==> config.mk <==
export PLATFORM = sky130hd
export DESIGN_NAME = ras_control_flat
export DESIGN_NICKNAME = d
export VERILOG_FILES = /design/src/rtl/ras_control_if.sv /design/src/rtl/ras_control.sv /design/src/flat_wrapper.sv
export SDC_FILE = /design/constraint.sdc
export NUM_CORES = 1
export LEC_CHECK = 0
export BUFFER_PORTS_ARGS = -buffer_cell sky130_fd_sc_hd__buf_2
export CORE_MARGIN = 5
export CORE_UTILIZATION = 35
export DETAILED_ROUTE_END_ITERATION = 16
export PLACE_DENSITY = 0.59
export SLEW_MARGIN = 20
export SYNTH_ARGS = -nofsm -noshare
export SYNTH_HDL_FRONTEND = slang
export SYNTH_SLANG_ARGS = --single-unit
export TNS_END_PERCENT = 10
==> constraint.sdc <==
create_clock -name clk -period 2.55 [get_ports clk]
set_input_delay 0.51 -clock clk [delete_from_list [all_inputs] [get_ports clk]]
set_output_delay 0.51 -clock clk [all_outputs]
set_load 0.005 [all_outputs]
==> src/rtl/ras_control_if.sv <==
// Fetch-side event inputs and RAS-side strobe outputs of the RAS sequencer.
// The master drives fetch events; the slave (ras_control) produces strobes.
interface ras_control_if #(
  parameter int RAS_ENTRIES = 8
);
  localparam int OCC_W = $clog2(RAS_ENTRIES) + 1;

  // fetch / retire side
  logic              fetch_valid;
  logic              is_branch;
  logic              is_call;
  logic              is_return;
  logic              is_compressed;
  logic [31:0]       pc;
  logic              branch_retired;
  logic              fetch_flush;
  logic              early_flush;

  // RAS storage side and status
  logic              ras_push;
  logic              ras_pop;
  logic [31:0]       ras_new_addr;
  logic              ras_branch_fetched;
  logic              ras_branch_retired;
  logic              predict_valid;
  logic              ckpt_full;
  logic [OCC_W-1:0]  occupancy;

  modport master (
    output fetch_valid, is_branch, is_call, is_return, is_compressed, pc,
           branch_retired, fetch_flush, early_flush,
    input  ras_push, ras_pop, ras_new_addr, ras_branch_fetched,
           ras_branch_retired, predict_valid, ckpt_full, occupancy
  );

  modport slave (
    input  fetch_valid, is_branch, is_call, is_return, is_compressed, pc,
           branch_retired, fetch_flush, early_flush,
    output ras_push, ras_pop, ras_new_addr, ras_branch_fetched,
           ras_branch_retired, predict_valid, ckpt_full, occupancy
  );
endinterface

==> src/rtl/ras_control.sv <==
// RAS sequencer: converts fetch call/return/branch events into RAS strobes,
// tracks valid stack occupancy and checkpoints occupancy per in-flight branch
// so that a fetch flush restores it in step with the RAS read index.
module ras_control #(
  parameter int RAS_ENTRIES  = 8,
  parameter int MAX_BRANCHES = 8
) (
  input  logic         clk,
  input  logic         rst,
  ras_control_if.slave bus
);
  localparam int OCC_W = $clog2(RAS_ENTRIES) + 1;
  localparam int OUT_W = $clog2(MAX_BRANCHES + 1);
  localparam int PTR_W = (MAX_BRANCHES > 1) ? $clog2(MAX_BRANCHES) : 1;
  localparam logic [OCC_W-1:0] OCC_MAX  = OCC_W'(RAS_ENTRIES);
  localparam logic [OUT_W-1:0] OUT_MAX  = OUT_W'(MAX_BRANCHES);
  localparam logic [PTR_W-1:0] PTR_LAST = PTR_W'(MAX_BRANCHES - 1);

  logic [OCC_W-1:0] occ_reg, occ_next, occ_upd;
  logic [OUT_W-1:0] out_reg, out_next;
  logic [PTR_W-1:0] wr_ptr_reg, wr_ptr_next;
  logic [PTR_W-1:0] rd_ptr_reg, rd_ptr_next;
  logic             predict_valid_reg;
  logic             ckpt_full_reg;
  logic [OCC_W-1:0] ckpt_mem [MAX_BRANCHES];
  logic [OCC_W-1:0] ckpt_head;

  logic ev, push, pop, fetched, retired;

  function automatic logic [PTR_W-1:0] ptr_inc(input logic [PTR_W-1:0] p);
    return (p == PTR_LAST) ? '0 : p + PTR_W'(1);
  endfunction

  // Event strobes: flush-cycle fetches are dropped, nothing fires in reset.
  assign ev      = bus.fetch_valid & ~bus.fetch_flush & ~rst;
  assign push    = ev & bus.is_call;
  assign pop     = ev & bus.is_return & (occ_reg != '0);
  assign fetched = ev & bus.is_branch;
  assign retired = bus.branch_retired & (out_reg != '0) & ~bus.fetch_flush
                 & ~bus.early_flush & ~rst;

  assign bus.ras_push           = push;
  assign bus.ras_pop            = pop;
  assign bus.ras_branch_fetched = fetched;
  assign bus.ras_branch_retired = retired;
  assign bus.ras_new_addr       = bus.pc + (bus.is_compressed ? 32'd2 : 32'd4);
  assign bus.occupancy          = occ_reg;
  assign bus.predict_valid      = predict_valid_reg;
  assign bus.ckpt_full          = ckpt_full_reg;

  assign ckpt_head = ckpt_mem[rd_ptr_reg];

  // Occupancy after this cycle's push/pop; saturates because the RAS wraps.
  always_comb begin
    occ_upd = occ_reg;
    if (push && !pop) begin
      occ_upd = (occ_reg == OCC_MAX) ? occ_reg : occ_reg + OCC_W'(1);
    end else if (!push && pop) begin
      occ_upd = occ_reg - OCC_W'(1);
    end
  end

  // Next-state for occupancy, outstanding count and checkpoint pointers.
  always_comb begin
    occ_next    = occ_upd;
    out_next    = out_reg;
    wr_ptr_next = wr_ptr_reg;
    rd_ptr_next = rd_ptr_reg;
    if (bus.fetch_flush) begin
      occ_next    = (out_reg != '0) ? ckpt_head : occ_reg;
      out_next    = '0;
      wr_ptr_next = '0;
      rd_ptr_next = '0;
    end else if (bus.early_flush) begin
      out_next    = '0;
      wr_ptr_next = '0;
      rd_ptr_next = '0;
    end else begin
      if (fetched) wr_ptr_next = ptr_inc(wr_ptr_reg);
      if (retired) rd_ptr_next = ptr_inc(rd_ptr_reg);
      if (fetched && !retired) begin
        out_next = out_reg + OUT_W'(1);
      end else if (!fetched && retired) begin
        out_next = out_reg - OUT_W'(1);
      end
    end
  end

  // Checkpoint storage: record the pre-update occupancy of each branch.
  always_ff @(posedge clk) begin
    if (fetched) begin
      ckpt_mem[wr_ptr_reg] <= occ_reg;
    end
  end

  // State registers; status flags are registered from next-state values.
  always_ff @(posedge clk) begin
    if (rst) begin
      occ_reg           <= '0;
      out_reg           <= '0;
      wr_ptr_reg        <= '0;
      rd_ptr_reg        <= '0;
      predict_valid_reg <= 1'b0;
      ckpt_full_reg     <= 1'b0;
    end else begin
      occ_reg           <= occ_next;
      out_reg           <= out_next;
      wr_ptr_reg        <= wr_ptr_next;
      rd_ptr_reg        <= rd_ptr_next;
      predict_valid_reg <= (occ_next != '0);
      ckpt_full_reg     <= (out_next == OUT_MAX);
    end
  end
endmodule

==> src/flat_wrapper.sv <==
// flat-port wrapper written by rule: the top's interface ports become plain ports
module ras_control_flat 
#(
  parameter int RAS_ENTRIES  = 8,
  parameter int MAX_BRANCHES = 8
)
  (clk, rst, bus_fetch_valid, bus_is_branch, bus_is_call, bus_is_return, bus_is_compressed, bus_pc, bus_branch_retired, bus_fetch_flush, bus_early_flush, bus_ras_push, bus_ras_pop, bus_ras_new_addr, bus_ras_branch_fetched, bus_ras_branch_retired, bus_predict_valid, bus_ckpt_full, bus_occupancy);
  ras_control_if #(.RAS_ENTRIES(RAS_ENTRIES)) bus_i ();
  input  logic clk;
  input  logic rst;
  input wire logic [$bits(bus_i.fetch_valid)-1:0] bus_fetch_valid;
  input wire logic [$bits(bus_i.is_branch)-1:0] bus_is_branch;
  input wire logic [$bits(bus_i.is_call)-1:0] bus_is_call;
  input wire logic [$bits(bus_i.is_return)-1:0] bus_is_return;
  input wire logic [$bits(bus_i.is_compressed)-1:0] bus_is_compressed;
  input wire logic [$bits(bus_i.pc)-1:0] bus_pc;
  input wire logic [$bits(bus_i.branch_retired)-1:0] bus_branch_retired;
  input wire logic [$bits(bus_i.fetch_flush)-1:0] bus_fetch_flush;
  input wire logic [$bits(bus_i.early_flush)-1:0] bus_early_flush;
  output wire logic [$bits(bus_i.ras_push)-1:0] bus_ras_push;
  output wire logic [$bits(bus_i.ras_pop)-1:0] bus_ras_pop;
  output wire logic [$bits(bus_i.ras_new_addr)-1:0] bus_ras_new_addr;
  output wire logic [$bits(bus_i.ras_branch_fetched)-1:0] bus_ras_branch_fetched;
  output wire logic [$bits(bus_i.ras_branch_retired)-1:0] bus_ras_branch_retired;
  output wire logic [$bits(bus_i.predict_valid)-1:0] bus_predict_valid;
  output wire logic [$bits(bus_i.ckpt_full)-1:0] bus_ckpt_full;
  output wire logic [$bits(bus_i.occupancy)-1:0] bus_occupancy;
  assign bus_i.fetch_valid = bus_fetch_valid;
  assign bus_i.is_branch = bus_is_branch;
  assign bus_i.is_call = bus_is_call;
  assign bus_i.is_return = bus_is_return;
  assign bus_i.is_compressed = bus_is_compressed;
  assign bus_i.pc = bus_pc;
  assign bus_i.branch_retired = bus_branch_retired;
  assign bus_i.fetch_flush = bus_fetch_flush;
  assign bus_i.early_flush = bus_early_flush;
  assign bus_ras_push = bus_i.ras_push;
  assign bus_ras_pop = bus_i.ras_pop;
  assign bus_ras_new_addr = bus_i.ras_new_addr;
  assign bus_ras_branch_fetched = bus_i.ras_branch_fetched;
  assign bus_ras_branch_retired = bus_i.ras_branch_retired;
  assign bus_predict_valid = bus_i.predict_valid;
  assign bus_ckpt_full = bus_i.ckpt_full;
  assign bus_occupancy = bus_i.occupancy;
  ras_control #(.RAS_ENTRIES(RAS_ENTRIES), .MAX_BRANCHES(MAX_BRANCHES)) u_core (.clk(clk), .rst(rst), .bus(bus_i));
endmodule
==> results.json, run 1 <==
{
  "status": "finished clean",
  "finalSetupViolCount": 0,
  "cts_tree": "yes",
  "clock_sinks": 51,
  "layout_common_cells": "buf_2, edfxtp_1, nand2_1",
  "grt_usage_pct": 13.4,
  "h-tree-depth": 2,
  "fin_crit_sh_pct": 96.8,
  "final_nets": 441,
  "wl_met2_mm": 3.50,
  "die_y_um": 104,
  "grt_pass1_wl_mm": 12.1,
  "rsz0062_at_grt": "true",
  "final_cells": 497,
  "io_pins": 84,
  "io_buffers": 81,
  "routed-via-count": 2467,
  "fin_crit_ns": 2.47,
  "fin_worst_skew_ns": 0.00655,
  "start_util_pct": 35.5,
  "max_slew_margin_pct": 67.2,
  "synth_edf_count": 32,
  "drv_slew": 0,
  "drt-total-wl_mm": 7.15,
  "reg2reg_to": "u_core.bus.predict_valid",
  "crit_arrival_ns": 1.96,
  "clkTransAtPathRegs_ns": 0.09,
  "hold_path_class": "flop to flop",
  "vdd_ir_drop_max_uv": 274,
  "die_w_um": 104,
  "crit_chain": "buf_8, ha_4, fa_2, nand3_2, nor4_4, nand2_2, nor3_4, buf_4, xor2_1, buf_2",
  "first_pass_iters": 4,
  "hold_start": "u_core.rd_ptr_reg[1]",
  "cts.path.max_buffers": 2,
  "synth_fp_nets": 340,
  "row_count": 34,
  "antenna_found_initial": 0,
  "globalplace.congestion": 0.830,
  "p_leak_uw": 0.00157,
  "avgSynthCellArea_um2": 10.7,
  "syn_inst": 287,
  "clock_latency_ns": 0.30,
  "grt_pass1_vias": 2484,
  "core_area_um2": 8640,
  "grt_max_degree": 17,
  "dp_hpwl_mm": 5.55,
  "slowest_stage": "nor3_4",
  "async_flop_share_pct": 0,
  "numCtsBuffers": 5,
  "ys_warn_count": 0,
  "multi_input_area_um2": 1680,
  "dp_cells": 485,
  "setup_tns_ns": 0,
  "largest_register_ffs": 32,
  "finalHoldViolCount": 0,
  "n_fill_cell": 818,
  "drt-met1-wl_mm": 3.19,
  "dieArea_um2": 10700,
  "root_buffer": "clkbuf_8",
  "cp-start-kind": "input pin",
  "cp.required_ns": 2.04,
  "whs_path_depth": 2,
  "ant_nets": 0,
  "max_cap_viol_count": 0,
  "grt.overflow.total": 0,
  "power_density_nw_per_um2": 434,
  "end_kind": "output pin",
  "initialDrtViolationCount": 149,
  "ys_dominant_reg_cell": "edfxtp_1",
  "vias_per_cell": 4.96,
  "drive_above_1_share_pct": 38.0,
  "maxUsedRoutingLayer": "met4",
  "netlist_area_um2": 3070,
  "post-route-drc-count": 0,
  "synth_cell_type_count": 56,
  "criticalPathCategory": "input pin to output pin",
  "cpPeakStageDelay_ns": 0.26,
  "area_growth_pct": 28.2,
  "seq_area_frac_synth_pct": 43.8,
  "wl_per_cell_um": 14.4,
  "ff2ff_setup_slack_ns": 0.28,
  "ys_ff_latch": 51,
  "final_common_cell": "buf_2",
  "ff2ff_path_depth": 8,
  "regArea_um2": 1340,
  "r2r_start": "u_core.out_reg[0]",
  "crit_path_max_fanout": 3,
  "fmax_mhz": 405,
  "finalPower_uw": 1700,
  "antenna_cells": 0,
  "wl_met3_um": 378,
  "cts_hold_buffers": 0,
  "worstMarginPinSlew_ns": 0.491
}
## where the power goes
group          internal, uW  switching (uW)
Sequential              886            5.85
Combinational           128             147
Clock                   287             251
Total                  1300             403
## metal layers
metal	track usage [%]	up-vias
met1	17.2	1155
met3	2.74	7
met2	23.0	62
li1	-	1243
met4	3.37	0
met5	0	-
## layout make-up
class                   count  share of cell area, %
inverters                  11                   1.11
flip-flops and latches     51                   34.1
repair buffers            106                   15.8
multi-input cells         213                   42.8
clock buffers               5                   1.75
clock inverters             3                  0.987
well taps                 108                   3.44
## worst max-delay path by stage
stage	slack, ns	end	start
detailed placement	-0.1	bus_ras_new_addr[31]	bus_is_compressed
finish	0.08	bus_ras_new_addr[27]	bus_is_compressed
floorplan	0.08	bus_ras_new_addr[31]	bus_pc[1]
global placement	-0.05	bus_ras_new_addr[31]	bus_is_compressed
CTS	-0.004	bus_ras_new_addr[27]	bus_is_compressed
global route	-0.04	bus_ras_new_addr[27]	bus_is_compressed
## worst max-delay path, delay by kind of cell
family / cells / cell delay (ns)
xor+xnor: 1 / 0.12
buf+inv: 3 / 0.35
simple gates: 4 / 0.64
fa+ha+maj: 2 / 0.33
## synth_stat cells, drive strengths merged, types with 6 or more instances
cell | instances | share of area, %
xnor2 | 24 | 6.9
mux2i | 6 | 2.0
inv | 11 | 1.3
a21oi | 13 | 2.2
nand2 | 32 | 4.1
xor2 | 9 | 2.6
nor2 | 24 | 2.9
buf | 10 | 2.8
edfxtp | 32 | 31
ha | 10 | 4.1
nand3 | 20 | 3.3
dfxtp | 19 | 12
nor3 | 9 | 1.6
mux4 | 8 | 5.9
## cells by family (layout without fill, tap and decap cells)
kind of cell	count (synthesis)	count (layout)	synth area share, %
AO/OA/AOI/OAI	34	34	8.41
XOR/XNOR	33	33	9.43
adder cells (fa/ha/maj)	11	11	4.73
buffers and inverters	23	125	4.41
flip-flops	51	51	43.8
multiplexers	14	14	7.84
AND/OR/NAND/NOR	121	121	21.4
## through the flow
| step | hold slack (ns) | utilization (%) | setup slack (ns) | area (um^2) |
|---|---|---|---|---|
| 2_1_floorplan | 0.454 | - | 0.0826 | 3070 |
| 3_3_place_gp | 0.474 | 42.5 | -0.0482 | 3670 |
| 3_5_place_dp | 0.483 | 42.5 | -0.0988 | 3670 |
| 4_1_cts | 0.489 | 45.1 | -0.00384 | 3900 |
| 5_1_grt | 0.523 | 45.5 | -0.0391 | 3930 |
| 6_report | 0.482 | 45.5 | 0.0814 | 3930 |
## what timing repair did
item,CTS,global route
pin swaps,12,13
endpoints found under the setup margin,8,15
buffers inserted,4,0
gates resized for setup,19,8
Note: power is estimated with default switching activity, not from simulation.
==> inputs of run 2 (changes only) <==
Settings changed: CELL_PAD_IN_SITES_DETAIL_PLACEMENT set to 1, CELL_PAD_IN_SITES_GLOBAL_PLACEMENT set to 2, CORE_UTILIZATION 35 to 29, PLACE_DENSITY 0.59 to 0.75.
==> run 2 against run 1 <==
Effect of this change:
- utilization decreased by 7.2 points
- fmax decreased by 2.5%
- count of clock-buffer cells in the layout unchanged
- clock skew decreased by 0.00079 ns
==> results.json, run 2 (same netlist as run 1, synthesis figures left out) <==
{
  "post_cts_buffers": 0,
  "crit_path_max_fanout": 3,
  "grt_pass1_vias": 2697,
  "globalplace.congestion": 0.778,
  "grt.overflow.total": 0,
  "grt_usage_pct": 13.0,
  "root_buffer": "clkbuf_8",
  "wl_per_cell_um": 15.4,
  "h-tree-depth": 2,
  "combPwrFrac_pct": 16.2,
  "antenna_cells": 0,
  "power_frac_seq_pct": 54.2,
  "timing.final.ws_setup_ns": 0.0178,
  "p_leak_uw": 0.00161,
  "largest_register_ffs": 32,
  "placed_area_um2": 3810,
  "rsz0062_at_grt": "true",
  "final_nets": 451,
  "layout_common_cells": "buf_2, buf_4, edfxtp_1",
  "pwr-share-clk_pct": 29.6,
  "worstMarginPinSlew_ns": 0.513,
  "grt_max_degree": 19,
  "ff2ff_setup_slack_ns": 0.27,
  "fin_area_um2": 3950,
  "ant_nets": 0,
  "cts.path.max_buffers": 2,
  "antenna_found_initial": 0,
  "p_int_uw": 1220,
  "die_w_um": 113,
  "fin_worst_skew_ns": 0.00576,
  "cp-start-kind": "input pin",
  "dieArea_um2": 12700,
  "finalPower_uw": 1660,
  "io_pins": 84,
  "routed-via-count": 2538,
  "cts_tree": "yes",
  "start_util_pct": 29.7,
  "criticalPathCategory": "input pin to output pin",
  "vdd_ir_drop_max_uv": 234,
  "p_sw_uw": 440,
  "max_slew_margin_pct": 65.7,
  "core_area_um2": 10300,
  "clock_sinks": 51,
  "fin_crit_sh_pct": 99.3,
  "hold_path_class": "flop to flop",
  "drt-total-wl_mm": 8.22,
  "initialDrtViolationCount": 105,
  "finalHoldViolCount": 0,
  "use_met3_pct": 2.51,
  "row_count": 37,
  "fmax_mhz": 395,
  "cts_hold_buffers": 0,
  "clock_latency_ns": 0.30,
  "power_density_nw_per_um2": 419,
  "drive_above_1_share_pct": 39.1,
  "use_met1_pct": 16.9,
  "numCtsBuffers": 5,
  "first_pass_iters": 4,
  "area_growth_pct": 28.8,
  "final_common_cell": "buf_2",
  "cp.required_ns": 2.04,
  "met2_usage_pct": 22.8,
  "clkTransAtPathRegs_ns": 0.09,
  "p_sw_share_pct": 26.6,
  "post-route-drc-count": 0,
  "io_buffers": 81,
  "dp_hpwl_mm": 6.75,
  "fin_crit_ns": 2.53,
  "end_kind": "output pin",
  "busiest_layer": "met2",
  "max_cap_viol_count": 0,
  "vias_per_cell": 4.74,
  "grt_pass1_wl_mm": 13.5,
  "crit_arrival_ns": 2.02,
  "finalSetupViolCount": 0,
  "drv_slew": 0,
  "status": "finished clean",
  "pre_cts_slack_ns": -0.0998,
  "die_y_um": 113
}
-- run 2: cell count changes in the layout (fill, tap and decap cells not counted), moves of 2 or more --
cell      change
nor2_2        +3
nor2_1        -2
buf_4        +11
buf_2         +3
clkinv_4      +2
ha_4          -2
buf_6         -3
-- run 2: final timing paths --
kind / from / endpoint / cells past startpoint
max: bus_is_compressed / bus_ras_new_addr[29] / 10
min: u_core.rd_ptr_reg[2] / u_core.rd_ptr_reg[2] / 2
max reg2reg: u_core.out_reg[0] / u_core.bus.ckpt_full / 8
min reg2reg: u_core.rd_ptr_reg[2] / u_core.rd_ptr_reg[2] / 2
-- run 2: power groups by stage --
stage          clock network (uW)  registers, uW  logic [uW]
2_1_floorplan                   0            918         127
3_3_place_gp                    0            916         263
3_5_place_dp                    0            916         269
4_1_cts                       508            898         271
5_1_grt                       552            900         298
6_report                      490            898         269
-- run 2: layout make-up --
cell class | instances | area [um^2]
clock buffers | 5 | 68.8
clock inverters | 3 | 28.8
fillers | 1216 | 6370
inverters | 11 | 41.3
multi-input cells | 213 | 1630
flip-flops and latches | 51 | 1340
well taps | 136 | 170
repair buffers | 116 | 668
-- run 2: metrics by stage --
step | cells | setup TNS, ns | hold WS [ns] | utilization (%)
2_1_floorplan | 287 | 0 | 0.454 | -
5_1_grt | 535 | -1.48 | 0.512 | 38.2
4_1_cts | 535 | -0.119 | 0.496 | 38.1
3_5_place_dp | 527 | -0.723 | 0.479 | 36.9
6_report | 535 | 0 | 0.492 | 38.2
3_3_place_gp | 527 | -0.120 | 0.480 | 36.9
-- run 2: worst max-delay path, cell delays in order --
cell     delay [ns]
buf_2          0.09
ha_2           0.18
fa_2           0.21
nand3_2        0.10
nor4_4         0.18
nand2_2        0.13
nor3_4         0.21
nand3_1        0.12
xnor2_1        0.15
buf_2          0.13
-- run 2: per-layer routing --
layer / wire [um] / share of wire (%)
met2: 4120 / 50
met5: 0 / 0
met3: 406 / 4.9
met4: 48 / 0.58
met1: 3640 / 44
-- run 2: timing repair --
item,4_1_cts,5_1_grt
gates resized for setup,4,6
endpoints found under the setup margin,13,18
pin swaps,1,2
endpoints found under the hold margin,0,0
